[src/rtl/proc_control_unit.sv]
// rtl/proc_control_unit.sv - multi-cycle control sequencer for the 16-bit datapath.
// Define CTRL_AND_OP_EN to decode opcode 100 as "and Rx,Ry".
module proc_control_unit #(
  parameter int DIN_W  = 16,
  parameter int IR_LSB = 0
) (
  input  logic             clock,
  input  logic             resetn,
  input  logic             run,
  input  logic [DIN_W-1:0] din,
  output logic [7:0]       r_in,
  output logic             a_in,
  output logic             g_in,
  output logic             ir_in,
  output logic [3:0]       bus_sel,
  output logic [1:0]       alu_op,
  output logic             done,
  output logic             busy
);

  typedef enum logic [1:0] {
    T0 = 2'b00,
    T1 = 2'b01,
    T2 = 2'b10,
    T3 = 2'b11
  } state_t;

  localparam logic [2:0] OP_MV  = 3'b000;
  localparam logic [2:0] OP_MVI = 3'b001;
  localparam logic [2:0] OP_ADD = 3'b010;
  localparam logic [2:0] OP_SUB = 3'b011;
`ifdef CTRL_AND_OP_EN
  localparam logic [2:0] OP_AND = 3'b100;
`endif

  state_t     state_q, state_d;
  logic [8:0] ir_q;
  logic [2:0] op, rx, ry;
  logic       is_alu;
  logic       din_unused;

  assign op = ir_q[8:6];
  assign rx = ir_q[5:3];
  assign ry = ir_q[2:0];

  // Only the 9-bit instruction field is used; the rest of din feeds the datapath directly.
  assign din_unused = ^din;

`ifdef CTRL_AND_OP_EN
  assign is_alu = (op == OP_ADD) || (op == OP_SUB) || (op == OP_AND);
`else
  assign is_alu = (op == OP_ADD) || (op == OP_SUB);
`endif

  always_ff @(posedge clock or negedge resetn) begin
    if (!resetn) begin
      state_q <= T0;
      ir_q    <= '0;
    end else begin
      state_q <= state_d;
      if (state_q == T0 && run)
        ir_q <= din[IR_LSB +: 9];
    end
  end

  always_comb begin
    state_d = state_q;
    r_in    = '0;
    a_in    = 1'b0;
    g_in    = 1'b0;
    ir_in   = 1'b0;
    bus_sel = 4'd0;
    alu_op  = 2'b00;
    done    = 1'b0;
    case (state_q)
      T0: begin
        // Gated by resetn so the fetch strobe stays low while reset holds state at T0.
        if (run) begin
          ir_in   = resetn;
          state_d = T1;
        end
      end
      T1: begin
        if (op == OP_MV) begin
          bus_sel = {1'b0, ry};
          r_in    = 8'd1 << rx;
          done    = 1'b1;
          state_d = T0;
        end else if (op == OP_MVI) begin
          bus_sel = 4'd9;
          r_in    = 8'd1 << rx;
          done    = 1'b1;
          state_d = T0;
        end else if (is_alu) begin
          bus_sel = {1'b0, rx};
          a_in    = 1'b1;
          state_d = T2;
        end else begin
          done    = 1'b1;
          state_d = T0;
        end
      end
      T2: begin
        bus_sel = {1'b0, ry};
        g_in    = 1'b1;
        if (op == OP_SUB)
          alu_op = 2'b01;
`ifdef CTRL_AND_OP_EN
        if (op == OP_AND)
          alu_op = 2'b10;
`endif
        state_d = T3;
      end
      T3: begin
        bus_sel = 4'd8;
        r_in    = 8'd1 << rx;
        done    = 1'b1;
        state_d = T0;
      end
      default: state_d = T0;
    endcase
  end

  assign busy = (state_q != T0);

endmodule

[config.mk]
export PLATFORM = sky130hd
export DESIGN_NAME = proc_control_unit
export DESIGN_NICKNAME = d
export VERILOG_FILES = /design/src/rtl/proc_control_unit.sv
export SDC_FILE = /design/constraint.sdc
export NUM_CORES = 1
export LEC_CHECK = 0
export ABC_CLOCK_PERIOD_IN_PS = 1900
export CAP_MARGIN = 20
export CORE_MARGIN = 2
export CORE_UTILIZATION = 30
export CTS_CLUSTER_SIZE = 40
export DETAILED_ROUTE_END_ITERATION = 10
export MAX_ROUTING_LAYER = met4
export PLACE_DENSITY = 0.73
export SYNTH_ARGS = -nofsm -noshare
export SYNTH_HDL_FRONTEND = slang
export SYNTH_SLANG_ARGS = --single-unit
[constraint.sdc]
create_clock -name clock -period 1.9 [get_ports clock]
set_clock_uncertainty 0.1 [all_clocks]
set_input_delay 0.19 -clock clock [delete_from_list [all_inputs] [get_ports clock]]
set_output_delay 0.19 -clock clock [all_outputs]
set_load 0.03 [all_outputs]
==> summary.md <==
| Metric | Value |
|---|---|
| Status | finished, final reports clean |
| CTS H-Tree Depth | 1 |
| Global-route wire length before repair | roughly 2600 µm |
| CTS tree | done |
| Min-Delay Path Class | input pin to async pin |
| Arrival @ worst endpoint | 1.57 ns |
| Clock-pin slew on the worst setup and hold paths | approximately 0.07 ns |
| Minimum clock period | about 1.9 ns |
| Post-DP HPWL | approximately 1200 µm |
| Syn_nets | 80 |
| Die Wd | just under 50 µm |
| Sequential power share | 0.319 |
| IO Port Bufs | 29 |
| Critical Path Max Stage Delay | 0.44 ns |
| Final WL | about 1500 µm |
| Core area | about 1900 µm² |
| Crit Path Max Fanout | 6 |
| Warnings from Yosys | 0 |
| Final hold vios | 0 |
| Row count | 16 |
| Vias in the first global route | a little over 600 |
| CP Launch Type | register |
| Pleak | around 0.48 nW |
| Initial drt markers | 3 |
| Sw power | 0.738 mW |
| Achievable frequency | between 0.5 and 0.6 GHz |
| Unique masters post-synth | 22 |
| Critical path type | register to primary output |
| Final nets | roughly 120 |
| Initial Util | 0.316 |
| Fillers | 204 |
| Crit. End Element | primary output |
| Area post-placement | roughly 950 µm² |
| Reg2reg path depth | 3 |
| Drt first pass iters | 2 |
| Num CTS Buffers | 3 |
| R2R Path End | ir_q[2] |
| Share of layout cells above drive strength 1 | 0.404 |
| Comb power frac | 0.583 |
| # setup viols final | 0 |
| ANT cells | 0 |
| Largest net degree at the start of global routing | 12 |
| Antenna viol nets, final | 0 |
| Number of hold buffers added after CTS | 0 |
| Internal power | between 0.8 and 0.9 mW |
| # Max-Cap Violations | 0 |
| Fin Setup TNS | 0 ns |
| Slew Limit Fails | 0 |
| Flops & latches, synth | 11 |
| Layout area overhead | 60.5% |
| DRC Markers | 0 |
| Cells after synthesis | 61 |
| Full die area | about 2400 µm² |
| Clk network pwr share | 0.098 |
| R2R setup slack | roughly 0.4 ns |
| Synth Area per Inst | around 10 µm² |
| Origin of the critical flop-to-flop path | state_q[0] |
| Chip height | a little under 50 µm |
| CP Cell Sequence | nand2b_4 -> o41ai_4 -> a22o_1 -> buf_6 |
| Routed length per instance | 12.2 µm |
| Io pins | 38 |
| Via Count | 586 |
| Clock tree buffer depth | 2 |
| Asr flop ratio synth | 1.00 |
| Sequential area share after synthesis | 0.448 |
| GRT Residual Overflow | 0 |
| Root buf cell | clkbuf_4 |
| Gr usage total | 0.146 |
| Most frequent cells in the layout | 11 x clkdlybuf4s50_1, 11 x buf_4, 9 x mux2_2 |
| Top FF cell, synth | dfrtp_1 |
| Crit-path slowest cell | dfrtp_2 |
| Net Sw Frac | 0.460 |
| Post-synth EDFFs | 0 |
| Clock sink count | 11 |
| Vias/cell | 4.65 |
| Required @ worst endpoint | 1.61 ns |
| Post-Syn Area | just over 600 µm² |
| GPL Wtd Cong | 0.721 |
| Final Cell Area | a little under 1000 µm² |
| IR drop worst, VDD | about 0.83 mV |
| Initial antenna violation count | 0 |
| Clk Latency, worst-skew pair | approximately 0.26 ns |
| Unrepaired setup endpoints after global routing | true |
| Tcrit/Tclk final | 0.980 |
| PD cells | 1630 nW/µm² |
## cells in the mapped netlist (2+ instances only)
cell type,number,area share
dfrtp_1,11,0.45
nor2_1,10,0.061
mux2_2,9,0.16
inv_1,5,0.031
nand2b_1,4,0.041
nor3_1,3,0.024
a22o_1,2,0.029
nand2_1,2,0.012
o211ai_1,2,0.024
## critical path, delay by kind of cell (launching register included)
kind | cells | cell delay, ns
AO/OA/AOI/OAI | 2 | 0.56
buffers and inverters | 1 | 0.14
flip-flops | 1 | 0.44
AND/OR/NAND/NOR | 1 | 0.18
## worst max-delay path by stage
stage	startpoint	endpoint	slack, ns
3_3_place_gp	ir_q[8]	r_in[2]	0.06
2_1_floorplan	register	bus_sel[1]	0.09
4_1_cts	register	bus_sel[0]	-0.03
5_1_grt	register	bus_sel[2]	-0.02
6_report	register	bus_sel[2]	0.04
3_5_place_dp	ir_q[8]	r_in[3]	-0.02
## per-layer routing
metal / track usage / wire length (µm)
met1: 0.169 / 702
met2: 0.248 / 732
met3: 0.0184 / 102
met4: 0.0714 / 6
met5: - / 0
## logic make-up after synthesis
family / count (synthesis) / synth area share
buf+inv: 6 / 0.0428
flops: 11 / 0.448
simple gates: 24 / 0.216
mux: 9 / 0.165
compound gates: 10 / 0.122
other cells: 1 / 0.00610
## through the flow
step	total power, mW	setup slack, ns	utilization	instances	hold WS [ns]
global placement	1.36	0.0628	0.487	120	0.392
floorplan	1.04	0.0918	-	61	-0.206
CTS	1.53	-0.0348	0.502	124	0.173
global route	1.71	-0.0158	0.508	126	0.186
finish	1.60	0.0374	0.508	126	0.161
detailed placement	1.38	-0.0177	0.487	120	0.412
## flip-flops by register name (all words and copies together) (netlist names), named ones only
| register | flops |
|---|---|
| ir_q | 9 |
| state_q | 1 |
## power by group through the flow
stage | Sequential [mW] | Combinational [mW] | Clock, mW
2_1_floorplan | 0.461 | 0.581 | 0
3_3_place_gp | 0.486 | 0.874 | 0
3_5_place_dp | 0.494 | 0.890 | 0
4_1_cts | 0.495 | 0.871 | 0.165
5_1_grt | 0.533 | 1.00 | 0.174
6_report | 0.512 | 0.935 | 0.157
## area by class of cell
type	count	area (µm²)	area share
sequential	11	279	0.283
clock buffer	4	26.3	0.0266
multi-input combinational	44	345	0.350
inverter	5	18.8	0.0190
tap	27	33.8	0.0343
timing repair buffer	35	283	0.287
## repair_timing
action / 4_1_cts / 5_1_grt
pin swaps: 0 / 3
buffers inserted: 0 / 2
setup endpoints to repair: 15 / 12
resized for setup: 21 / 21
Note: power is estimated with default switching activity, not from simulation.
